==> src/rtl/spi_master_pkg.sv <==
// spi_pkg: shared frame geometry, master FSM state type and frame packing
// helper for the SPI register-access master.
package spi_pkg;

  localparam int unsigned SPI_FRAME_BITS = 16;
  localparam int unsigned SPI_ADDR_BITS  = 4;
  localparam int unsigned SPI_DATA_BITS  = 8;
  localparam int unsigned SPI_PAD_BITS   = 3;

  typedef enum logic [2:0] {
    FLUSH_H,
    FLUSH_L,
    IDLE,
    SETUP,
    HIGH,
    LOW,
    FIN
  } spi_mstate_t;

  // {rnw, addr, pad, data}; the data field is all zeros on a read.
  function automatic logic [SPI_FRAME_BITS-1:0] spi_frame(
    input logic                     rnw,
    input logic [SPI_ADDR_BITS-1:0] addr,
    input logic [SPI_DATA_BITS-1:0] data
  );
    return {rnw, addr, {SPI_PAD_BITS{1'b0}},
            (rnw ? {SPI_DATA_BITS{1'b0}} : data)};
  endfunction

endpackage

==> src/rtl/spi_master_phase_timer.sv <==
// spi_phase_timer: phase-length down-counter for the SPI master FSM.
//   clk    in  system clock
//   reset  in  synchronous active-high reset (acts as a load)
//   load   in  reload to CLKDIV-1; asserted on every FSM state change
//   expire out high in the last cycle of the current phase
module spi_phase_timer #(
  parameter int unsigned CLKDIV = 4
) (
  input  logic clk,
  input  logic reset,
  input  logic load,
  output logic expire
);

  logic [7:0] r_cnt;

  always_ff @(posedge clk) begin
    if (reset || load) begin
      r_cnt <= 8'(CLKDIV - 1);
    end else if (r_cnt != '0) begin
      r_cnt <= r_cnt - 8'd1;
    end
  end

  assign expire = (r_cnt == '0);

endmodule

==> src/rtl/spi_master.sv <==
// spi_master: issues 16-bit register-access SPI frames (rnw, addr, pad, data)
// from a one-cycle parallel request and returns read data in parallel.
//   clk, reset       system clock, synchronous active-high reset
//   start            request strobe, accepted only while busy=0
//   rnw/addr/wrdata  request fields, sampled with start
//   busy             high from accept (or reset) until frame end
//   done             one-cycle pulse at frame end
//   rddata           data from the last completed read
//   spiclk/spien/spidout  SCLK (idles low), active-high select, MOSI
//   spidin           MISO, asynchronous, synchronized internally
module spi_master
  import spi_pkg::*;
#(
  parameter int unsigned CLKDIV = 4
) (
  input  logic                     clk,
  input  logic                     reset,
  input  logic                     start,
  input  logic                     rnw,
  input  logic [SPI_ADDR_BITS-1:0] addr,
  input  logic [SPI_DATA_BITS-1:0] wrdata,
  output logic                     busy,
  output logic                     done,
  output logic [SPI_DATA_BITS-1:0] rddata,
  output logic                     spiclk,
  output logic                     spien,
  output logic                     spidout,
  input  logic                     spidin
);

  spi_mstate_t               r_state;
  logic [SPI_FRAME_BITS-1:0] r_shift;
  logic [4:0]                r_bitcnt;
  logic [1:0]                r_sync;
  logic [SPI_DATA_BITS-1:0]  r_cap;
  logic [SPI_DATA_BITS-1:0]  r_rddata;
  logic                      r_rnw;
  logic                      r_busy;
  logic                      r_done;
  logic                      r_spiclk;
  logic                      r_spien;
  logic                      r_spidout;

  logic                      w_expire;
  logic                      w_load;
  logic [SPI_FRAME_BITS-1:0] w_frame;

  assign w_frame = spi_frame(rnw, addr, wrdata);

  // Reload the phase timer on every transition so each timed state lasts
  // exactly CLKDIV cycles.
  always_comb begin
    w_load = 1'b0;
    case (r_state)
      FLUSH_H, FLUSH_L, SETUP, HIGH, LOW: w_load = w_expire;
      IDLE:                               w_load = start;
      default:                            w_load = 1'b0;
    endcase
  end

  spi_phase_timer #(.CLKDIV(CLKDIV)) u_timer (
    .clk    (clk),
    .reset  (reset),
    .load   (w_load),
    .expire (w_expire)
  );

  always_ff @(posedge clk) begin
    if (reset) begin
      r_sync <= '0;
    end else begin
      r_sync <= {r_sync[0], spidin};
    end
  end

  // Outputs are registered with the value belonging to the state being
  // entered, so they change on the same edge as r_state.
  always_ff @(posedge clk) begin
    if (reset) begin
      r_state   <= FLUSH_H;
      r_shift   <= '0;
      r_bitcnt  <= '0;
      r_cap     <= '0;
      r_rddata  <= '0;
      r_rnw     <= 1'b0;
      r_busy    <= 1'b1;
      r_done    <= 1'b0;
      r_spiclk  <= 1'b0;
      r_spien   <= 1'b0;
      r_spidout <= 1'b0;
    end else begin
      r_done <= 1'b0;
      unique case (r_state)
        FLUSH_H: begin
          // Clock pulse with select low clears a slave left mid-frame.
          r_spiclk <= 1'b1;
          if (w_expire) begin
            r_spiclk <= 1'b0;
            r_state  <= FLUSH_L;
          end
        end
        FLUSH_L: begin
          if (w_expire) begin
            r_busy  <= 1'b0;
            r_state <= IDLE;
          end
        end
        IDLE: begin
          if (start) begin
            r_shift   <= w_frame;
            r_rnw     <= rnw;
            r_bitcnt  <= '0;
            r_spien   <= 1'b1;
            r_spidout <= w_frame[SPI_FRAME_BITS-1];
            r_busy    <= 1'b1;
            r_state   <= SETUP;
          end
        end
        SETUP: begin
          if (w_expire) begin
            r_spiclk <= 1'b1;
            r_state  <= HIGH;
          end
        end
        HIGH: begin
          if (w_expire) begin
            // High phases 9..16 carry the slave's data byte.
            if (r_bitcnt[3]) begin
              r_cap <= {r_cap[SPI_DATA_BITS-2:0], r_sync[1]};
            end
            r_spiclk  <= 1'b0;
            r_shift   <= r_shift << 1;
            r_spidout <= r_shift[SPI_FRAME_BITS-2];
            r_bitcnt  <= r_bitcnt + 5'd1;
            r_state   <= LOW;
          end
        end
        LOW: begin
          if (w_expire) begin
            if (r_bitcnt == 5'(SPI_FRAME_BITS)) begin
              r_spien <= 1'b0;
              r_done  <= 1'b1;
              if (r_rnw) begin
                r_rddata <= r_cap;
              end
              r_state <= FIN;
            end else begin
              r_spiclk <= 1'b1;
              r_state  <= HIGH;
            end
          end
        end
        FIN: begin
          r_busy  <= 1'b0;
          r_state <= IDLE;
        end
        default: r_state <= FLUSH_H;
      endcase
    end
  end

  assign busy    = r_busy;
  assign done    = r_done;
  assign rddata  = r_rddata;
  assign spiclk  = r_spiclk;
  assign spien   = r_spien;
  assign spidout = r_spidout;

endmodule

==> config.mk <==
export PLATFORM = sky130hd
export DESIGN_NAME = spi_master
export DESIGN_NICKNAME = d
export VERILOG_FILES = /design/src/rtl/spi_master_pkg.sv /design/src/rtl/spi_master_phase_timer.sv /design/src/rtl/spi_master.sv
export SDC_FILE = /design/constraint.sdc
export NUM_CORES = 1
export LEC_CHECK = 0
export BUFFER_PORTS_ARGS = -buffer_cell sky130_fd_sc_hd__buf_2
export CORE_UTILIZATION = 57
export CTS_CLUSTER_SIZE = 20
export DETAILED_ROUTE_END_ITERATION = 8
export HOLD_SLACK_MARGIN = 0.08
export PLACE_DENSITY = 0.79
export SLEW_MARGIN = 10
export SYNTH_ARGS = -nofsm -noshare
export SYNTH_HDL_FRONTEND = slang
export SYNTH_SLANG_ARGS = --single-unit
==> constraint.sdc <==
create_clock -name clk -period 2.6 [get_ports clk]
set_input_delay 0 -clock clk [delete_from_list [all_inputs] [get_ports clk]]
set_output_delay 0 -clock clk [all_outputs]
set_load 0.01 [all_outputs]
==> impl_metrics.env <==
export IMPL_worstSkewPairLatency_ns=0.31
export IMPL_critical_path_required_ns=2.82
export IMPL_yosys_warnings=0
export IMPL_finalCriticalPeriod_ns=2.13
export IMPL_synth_area_per_cell_um2=8.91
export IMPL_die_x_um=67.1
export IMPL_antenna_found_initial=0
export IMPL_dp_cells=335
export IMPL_p_comb_share_pct=8.7
export IMPL_overflow=0
export IMPL_cts_path_max_buffers=2
export IMPL_wire_per_inst_um=13.0
export IMPL_status="finished, final reports clean"
export IMPL_slew_headroom_pct=48.9
export IMPL_cp_max_fo=22
export IMPL_cts_resized=0
export IMPL_setup_worst_path_class="reg2reg"
export IMPL_pre_cts_ws_ns=0.501
export IMPL_period_share_pct=81.8
export IMPL_internal_power_w=0.00112
export IMPL_setup_viol=0
export IMPL_maxCapViolCount=0
export IMPL_crit_arrival_ns=2.34
export IMPL_seqPwrFrac_pct=58.7
export IMPL_power_density_nw_per_um2=550
export IMPL_grt_max_degree=45
export IMPL_area_delta_synth_final_pct=13.1
export IMPL_synthesis_area_um2=2410
export IMPL_switchingPower_w=0.000384
export IMPL_gr_usage_met2_pct=35.6
export IMPL_chipHeight_um=67.1
export IMPL_wl_um=4570
export IMPL_final_cell_mix="dfxtp_1, nor2_1, nand2_1, buf_2, mux2i_1"
export IMPL_drive_gt1_share_pct=16.6
export IMPL_fmax_ghz=0.470
export IMPL_synth_distinct_cells=50
export IMPL_vdd_drop_max_uv=340
export IMPL_drtIter0Drc=104
export IMPL_synthArstFlopShare_pct=0
export IMPL_hpwl_um=2920
export IMPL_grt_pass1_vias=1699
export IMPL_path_clk_slew_ns=0.10
export IMPL_grt_busiest_layer="met2"
export IMPL_place_gp_congestion=0.782
export IMPL_synth_seq_cells=55
export IMPL_via_per_inst=5.63
export IMPL_initial_core_util_pct=59.9
export IMPL_fin_util_pct=67.8
export IMPL_grtUsageMet1_pct=28.4
export IMPL_worstSetupEndpointType="flip-flop"
export IMPL_drv_slew=0
export IMPL_pwr_share_clk_pct=32.6
export IMPL_rsz0062_at_grt="no"
export IMPL_hp_class="in2reg"
export IMPL_ios=30
export IMPL_port_buffers=29
export IMPL_grt_pass1_wl_um=7450
export IMPL_ys_seq_area_share_pct=45.6
export IMPL_drc=0
export IMPL_p_total_w=0.00150
export IMPL_synthFlopType="dfxtp_1"
export IMPL_synth_nets=291
export IMPL_ant_nets=0
export IMPL_stdcell_count=351
export IMPL_fin_skew_ns=0.00943
export IMPL_dr_pass1_iters=4
export IMPL_synth_edf_count=0
export IMPL_cts_tree="built"
export IMPL_num_antenna_cells=0
export IMPL_grt_usage_pct=22.1
export IMPL_swShare_pct=25.5
export IMPL_setup_slack_ns=0.474
export IMPL_vias=1977
export IMPL_critPathLaunchType="flip-flop"
export IMPL_cts_made_buffers=5
export IMPL_rows=23
export IMPL_final_common_cell="dfxtp_1"
export IMPL_grt_use_met3_pct=3.94
export IMPL_nets=320
export IMPL_hold_viol_final=0
export IMPL_power_leakage_nw=1.18
export IMPL_cts_sinks=55
export IMPL_root_buffer="clkbuf_8"
export IMPL_fin_setup_tns_ns=0
export IMPL_htree_levels=2
export IMPL_tightest_slew_ns=0.766
export IMPL_coreArea_um2=4030
export IMPL_die_area_um2=4500
export IMPL_syn_inst=271
[worst max-delay path, cell delays in order, from the launching register on]
cell and delay [ns]:
dfxtp_1 0.36, inv_1 0.09, ha_1 0.26, nor3b_2 0.47, a31o_2 0.52, nor2_1 0.08
a311oi_1 0.24
[cells in the mapped netlist (all sizes together) (3+ instances only)]
master	count	share of area [%]
dfxtp	55	46
nor2	39	6.1
nand2	29	4.5
mux2i	19	7.9
nor3	12	2.5
clkbuf	11	1.8
a21oi	10	2.1
nor3b	9	3.2
a211oi	7	2.2
buf	7	1.9
inv	7	1.1
o21ai	7	1.5
a311oi	5	1.8
nor2b	4	1.0
and2	3	0.78
ha	3	1.6
nand2b	3	0.78
nand3	3	0.62
nand4	3	1.3
nor4	3	1.0
xnor2	3	1.1
[through the flow]
stage	hold WS [ns]	cell area (µm²)
6_report	0.138	2730
5_1_grt	0.182	2730
4_1_cts	0.143	2730
3_5_place_dp	0.221	2550
3_3_place_gp	0.213	2550
2_1_floorplan	0.128	2410
[area by class of cell]
class,instances,area [µm²]
repair buffers,40,248
clock buffers,5,68.8
inverters,7,26.3
multi-input cells,191,1200
clock inverters,3,26.3
flip-flops and latches,55,1100
well taps,50,62.6
fillers,327,1300
[per-layer routing]
layer,vias to the layer above,wire [µm]
li1,1007,-
met1,927,2270
met2,34,2080
met3,9,145
met4,0,80
met5,-,0
[worst paths after layout]
check	start	to	slack [ns]	cells past startpoint
worst max-delay path	u_timer.r_cnt[0]	r_shift[12]	0.47	6
worst max register to register	u_timer.r_cnt[0]	r_shift[12]	0.47	6
worst min-delay path	wrdata[6]	r_shift[6]	0.14	4
worst min register to register	r_sync[0]	r_sync[1]	0.46	1
[power by group through the flow]
stage,clock (W),combinational (W),sequential [W]
floorplan,0,0.0000975,0.000892
global placement,0,0.000118,0.000900
detailed placement,0,0.000121,0.000901
CTS,0.000503,0.000131,0.000881
global route,0.000542,0.000143,0.000886
finish,0.000490,0.000130,0.000882
[flip-flops by register name (all words and copies together), names as in the netlist]
signal / cells
r_shift: 15
r_cap: 8
rddata: 8
u_timer.r_cnt: 8
r_bitcnt: 5
r_state: 3
r_sync: 2
busy: 1
done: 1
r_rnw: 1
spiclk: 1
spidout: 1
spien: 1
[repair_timing]
action,4_1_cts,5_1_grt
hold endpoints to repair,9,0
setup buffers,0,0
hold buffers,8,0
[cells by family after synthesis]
kind of cell	after synthesis	share of synthesized area, %
AO/OA/AOI/OAI	44	12.5
buffers and inverters	25	4.77
multiplexers	19	7.88
AND/OR/NAND/NOR	121	26.2
flip-flops	55	45.6
XOR/XNOR	4	1.45
adder cells (fa/ha/maj)	3	1.56
No activity file was read; power rests on OpenSTA's default activity.
